--- src/rtl/cpu_step_ctrl_if.sv ---
// Board-facing signal bundle for the step controller: raw button/switch in,
// pipeline clock-enable, mode and cycle counter out.
interface cpu_step_ctrl_if #(
  parameter int unsigned CNT_W = 16
);
  logic             btn_step;
  logic             run;
  logic             step_en;
  logic             run_mode;
  logic [CNT_W-1:0] cycle_count;

  modport master (
    output btn_step,
    output run,
    input  step_en,
    input  run_mode,
    input  cycle_count
  );

  modport slave (
    input  btn_step,
    input  run,
    output step_en,
    output run_mode,
    output cycle_count
  );
endinterface

--- src/rtl/cpu_step_ctrl.sv ---
// Execution controller: debounced single-step pulses or divided free-run
// pulses, driving the pipeline clock enable plus a wrap-around step counter.
module cpu_step_ctrl #(
  parameter int unsigned DEBOUNCE_CYCLES = 500000,
  parameter int unsigned RUN_DIV         = 25000000,
  parameter int unsigned CNT_W           = 16
) (
  input logic            clk50M,
  input logic            reset,
  cpu_step_ctrl_if.slave bus
);

  localparam int unsigned DW = (DEBOUNCE_CYCLES > 2) ? $clog2(DEBOUNCE_CYCLES) : 1;
  localparam int unsigned RW = (RUN_DIV > 2) ? $clog2(RUN_DIV) : 1;
  localparam logic [DW-1:0] DLAST = DW'(DEBOUNCE_CYCLES - 1);
  localparam logic [RW-1:0] RLAST = RW'(RUN_DIV - 1);

  typedef enum logic [1:0] {
    IDLE,
    PRESS_WAIT,
    PRESSED,
    RELEASE_WAIT
  } state_t;

  logic             btn_m, btn_s;
  logic             run_m, run_s;
  state_t           state;
  logic [DW-1:0]    dcnt;
  logic [RW-1:0]    rdiv;
  logic             step_q;
  logic [CNT_W-1:0] cnt_q;
  logic             btn_fire;
  logic             run_fire;

  always_ff @(posedge clk50M or posedge reset) begin
    if (reset) begin
      btn_m <= 1'b0;
      btn_s <= 1'b0;
      run_m <= 1'b0;
      run_s <= 1'b0;
    end else begin
      btn_m <= bus.btn_step;
      btn_s <= btn_m;
      run_m <= bus.run;
      run_s <= run_m;
    end
  end

  // A button pulse landing right after a final run pulse (run just dropped)
  // is swallowed so step_en can never be high on back-to-back cycles.
  always_comb begin
    btn_fire = 1'b0;
    run_fire = 1'b0;
    if (state == PRESS_WAIT && btn_s && dcnt == DLAST && !run_s && !step_q)
      btn_fire = 1'b1;
    if (run_s && rdiv == RLAST)
      run_fire = 1'b1;
  end

  always_ff @(posedge clk50M or posedge reset) begin
    if (reset) begin
      state <= IDLE;
      dcnt  <= '0;
    end else begin
      unique case (state)
        IDLE: begin
          if (btn_s) begin
            state <= PRESS_WAIT;
            dcnt  <= '0;
          end
        end
        PRESS_WAIT: begin
          if (!btn_s)
            state <= IDLE;
          else if (dcnt == DLAST)
            state <= PRESSED;
          else
            dcnt <= dcnt + 1'b1;
        end
        PRESSED: begin
          if (!btn_s) begin
            state <= RELEASE_WAIT;
            dcnt  <= '0;
          end
        end
        RELEASE_WAIT: begin
          if (btn_s)
            state <= PRESSED;
          else if (dcnt == DLAST)
            state <= IDLE;
          else
            dcnt <= dcnt + 1'b1;
        end
        default: state <= IDLE;
      endcase
    end
  end

  always_ff @(posedge clk50M or posedge reset) begin
    if (reset) begin
      rdiv <= '0;
    end else if (!run_s) begin
      rdiv <= '0;
    end else if (rdiv == RLAST) begin
      rdiv <= '0;
    end else begin
      rdiv <= rdiv + 1'b1;
    end
  end

  always_ff @(posedge clk50M or posedge reset) begin
    if (reset) begin
      step_q <= 1'b0;
      cnt_q  <= '0;
    end else begin
      step_q <= btn_fire | run_fire;
      if (step_q)
        cnt_q <= cnt_q + 1'b1;
    end
  end

  assign bus.step_en     = step_q;
  assign bus.run_mode    = run_s;
  assign bus.cycle_count = cnt_q;

endmodule

--- src/flat_wrapper.sv ---
// flat-port wrapper written by rule: the top's interface ports become plain ports
module cpu_step_ctrl_flat 
#(
  parameter int unsigned DEBOUNCE_CYCLES = 500000,
  parameter int unsigned RUN_DIV         = 25000000,
  parameter int unsigned CNT_W           = 16
)
  (clk50M, reset, bus_btn_step, bus_run, bus_step_en, bus_run_mode, bus_cycle_count);
  cpu_step_ctrl_if #(.CNT_W(CNT_W)) bus_i ();
  input logic clk50M;
  input logic reset;
  input wire logic [$bits(bus_i.btn_step)-1:0] bus_btn_step;
  input wire logic [$bits(bus_i.run)-1:0] bus_run;
  output wire logic [$bits(bus_i.step_en)-1:0] bus_step_en;
  output wire logic [$bits(bus_i.run_mode)-1:0] bus_run_mode;
  output wire logic [$bits(bus_i.cycle_count)-1:0] bus_cycle_count;
  assign bus_i.btn_step = bus_btn_step;
  assign bus_i.run = bus_run;
  assign bus_step_en = bus_i.step_en;
  assign bus_run_mode = bus_i.run_mode;
  assign bus_cycle_count = bus_i.cycle_count;
  cpu_step_ctrl #(.DEBOUNCE_CYCLES(DEBOUNCE_CYCLES), .RUN_DIV(RUN_DIV), .CNT_W(CNT_W)) u_core (.clk50M(clk50M), .reset(reset), .bus(bus_i));
endmodule
--- config.mk ---
export PLATFORM = sky130hd
export DESIGN_NAME = cpu_step_ctrl_flat
export DESIGN_NICKNAME = d
export VERILOG_FILES = /design/src/rtl/cpu_step_ctrl_if.sv /design/src/rtl/cpu_step_ctrl.sv /design/src/flat_wrapper.sv
export SDC_FILE = /design/constraint.sdc
export NUM_CORES = 1
export LEC_CHECK = 0
export CAP_MARGIN = 15
export CORE_ASPECT_RATIO = 0.5
export CORE_MARGIN = 2
export CORE_UTILIZATION = 50
export CTS_CLUSTER_SIZE = 20
export DETAILED_ROUTE_END_ITERATION = 8
export GPL_ROUTABILITY_DRIVEN = 0
export HOLD_SLACK_MARGIN = 0.03
export PLACE_DENSITY = 0.69
export SYNTH_ARGS = -nofsm -noshare
export SYNTH_HDL_FRONTEND = slang
export SYNTH_SLANG_ARGS = --single-unit
--- constraint.sdc ---
create_clock -name clk50M -period 2.9 [get_ports clk50M]
set_clock_uncertainty 0.15 [all_clocks]
set_input_delay 0.58 -clock clk50M [delete_from_list [all_inputs] [get_ports clk50M]]
set_output_delay 0.58 -clock clk50M [all_outputs]
set_load 0.02 [all_outputs]
==> flow_summary.toml <==
[yosys]
synth_ff_type = "dfrtp_1"
synth_top_area_cell = "dfrtp_1"
synthArstFlopShare = 1.00
synthesis.nets = 336
synth_edf_count = 0
synth_top_cell_area_share = 0.501
synth_cells = 329
yosysSeqAreaShare = 0.501
syn_avg_cell_area_um2 = 10.2
synthTopCellsByArea = "dfrtp_1 50%, xnor2_1 5.8%, a21oi_1 3.3%, nand4_1 3.2%, nand2_1 3.1%"
synth_seq_cells = 67
ys_types = 47
ys_warn_count = 0
syn_area_mm2 = 0.00335

[power_and_ir_drop]
seq_power_share = 0.448
leakage_uw = 0.00157
cellPowerDensity_mw_per_mm2 = 554
p_int_uw = 1730
clockPowerShare = 0.513
power_uw = 2200
sw_frac_of_total = 0.216
ir_drop_mv = 0.256
p_sw_uw = 475
combPwrFrac = 0.039

[routing]
route.detailed.drc = 0
viasPerCell = 5.88
wirelength_mm = 6.89
first_pass_iters = 5
num_vias = 2638
antenna_left = 0
first_iter_violations = 163
wire_per_inst_um = 15.3

[timing]
setup-tns-final_ps = 0
fin_hold_ws_ps = 198
clock.fmax_ghz = 0.416
setup_ws_ps = 495
min_period_ps = 2410
fin_crit_sh = 0.829
rsz0062_at_grt = "false"
drv_slew = 0
hold_viol_final = 0
tightestPinTransition_ps = 780
slew_headroom = 0.478
setup_viol = 0

[place]
portBuffers = 21
post-place-ws_ps = 539
hpwl_mm = 4.62

[global_route]
grt_remaining_overflow = 0
antenna_found_initial = 0
track_usage = 0.204
grt_pass1_wl_mm = 11.6
grt_max_degree = 48
grt_pass1_vias = 2405

[outcome]
status = "completed"

[finish]
antennaDiodeCount = 0
fillers = 532
layout-drive-gt1-share = 0.0980
layout-area-overhead-vs-synth_pct = 18.7
final_util = 0.605
nets = 359

[worst_setup_path]
cp_max_fo = 12
regToRegStartpoint = "u_core.dcnt[0]"
cp.arrival_ps = 2510
required_ps = 3000
r2r_slack_ps = 490
crit_start = "u_core.dcnt[0]"
worstSetupStartpointType = "flop"
crit_type = "reg2reg"
worstSetupEndpointType = "flop"

[clocking]
cts_setup_buffers = 0
path_clk_slew_ps = 50
cts_buffer_depth = 2
numCtsBuffers = 9
h-tree-depth = 3
insertion_delay_ps = 330
cts_resized = 0
cts.sinks = 67
postCtsHoldBufs = 0
clock-root-buffer = "clkbuf_16"
cts_tree = "built"

[run]
cap_violations = 0

[floorplanning]
dieArea_mm2 = 0.00740
rows = 21
core_mm2 = 0.00657
die_h_um = 61.9
die-width_um = 120
ios = 22
start_util = 0.510

[min_path]
min_from = "u_core.run_m"
hold_class = "reg2reg"
==> cell families (layout without fill, tap and decap cells) <==
family | Yosys count | in the layout | share of synthesized area
flops | 67 | 67 | 0.501
compound gates | 61 | 61 | 0.113
buf+inv | 23 | 51 | 0.0303
mux | 5 | 5 | 0.0161
simple gates | 141 | 141 | 0.251
fa+ha+maj | 3 | 3 | 0.0112
xor+xnor | 29 | 29 | 0.0781
==> per-layer routing <==
metal / vias up / track usage / routed length, µm
li1: 1268 / - / -
met1: 1299 / 0.259 / 3200
met2: 62 / 0.332 / 3300
met3: 9 / 0.0703 / 313
met4: 0 / 0.0857 / 74
met5: - / 0 / 0
==> path summary, 6_finish.rpt <==
path	end	depth (start not counted)
worst min-delay path	u_core.bus.run_mode	0
max in group asynchronous	u_core.rdiv[20]	3
min in group asynchronous	u_core.btn_s	2
worst max-delay path	u_core.dcnt[18]	5
worst max register to register	u_core.dcnt[18]	5
worst min register to register	u_core.bus.run_mode	0
==> Yosys cell counts, drive strengths merged, types with 4 or more instances <==
master	number
nor3	4
nand3	17
and4	7
o21ai	15
o31ai	13
a21oi	24
and3	5
or3	9
nand4	18
clkbuf	11
xor2	7
xnor2	22
nor2	21
inv	9
nor4	5
nand2	28
dfrtp	67
or4	15
==> critical path: stages (launching register included) <==
cell	delay [ps]
dfrtp_1	380
ha_1	220
and4_1	450
nand4_1	380
or4_1	580
a21oi_1	170
==> per-stage QoR <==
stage	instances	area (µm²)
after floorplan	329	3350
after global placement	433	3660
after detailed placement	433	3660
after CTS	449	3970
after global routing	449	3970
final	449	3970
==> layout by cell type (no fill, tap or decap), types with 3 or more instances in the layout <==
master	Yosys	routed
and2_1	3	3
ha_1	3	3
or4_4	4	4
a21oi_1	22	22
dfrtp_1	67	67
inv_1	9	8
nor2_1	21	21
nand4_1	17	17
or4_1	11	11
clkbuf_8	0	3
nor4_1	4	4
o31ai_1	13	12
o21ai_0	15	15
nor3_1	4	4
nand2_1	28	28
xnor2_1	22	22
clkbuf_16	0	9
nand3_1	16	16
or3_1	9	9
clkdlybuf4s50_1	0	21
xor2_1	6	6
buf_4	0	3
and3_1	5	5
and4_1	6	6
==> area by class of cell <==
cell class,instances,area [µm²],share of cell area
clock buffer,13,270,0.0681
timing repair buffer,25,253,0.0636
tap,92,115,0.0290
inverter,10,37.5,0.00945
clock inverter,3,45.0,0.0113
sequential,67,1680,0.422
multi-input combinational,239,1570,0.396
==> power groups by stage <==
stage | Sequential (µW) | Clock, µW | Combinational, µW
after global placement | 999 | 0 | 84.7
after CTS | 984 | 1150 | 89.4
final | 985 | 1130 | 86.6
after detailed placement | 1000 | 0 | 88.6
after floorplan | 994 | 0 | 60.6
after global routing | 989 | 1200 | 98.6
==> sequential cells by signal, indices dropped and copies added (netlist names), named ones only <==
signal	flops
u_core.bus.run_mode	1
u_core.dcnt	19
u_core.bus.cycle_count	16
u_core.btn_s	1
u_core.btn_m	1
u_core.state	1
u_core.run_m	1
u_core.bus.step_en	1
u_core.rdiv	25
No activity file was read; power rests on OpenSTA's default activity.
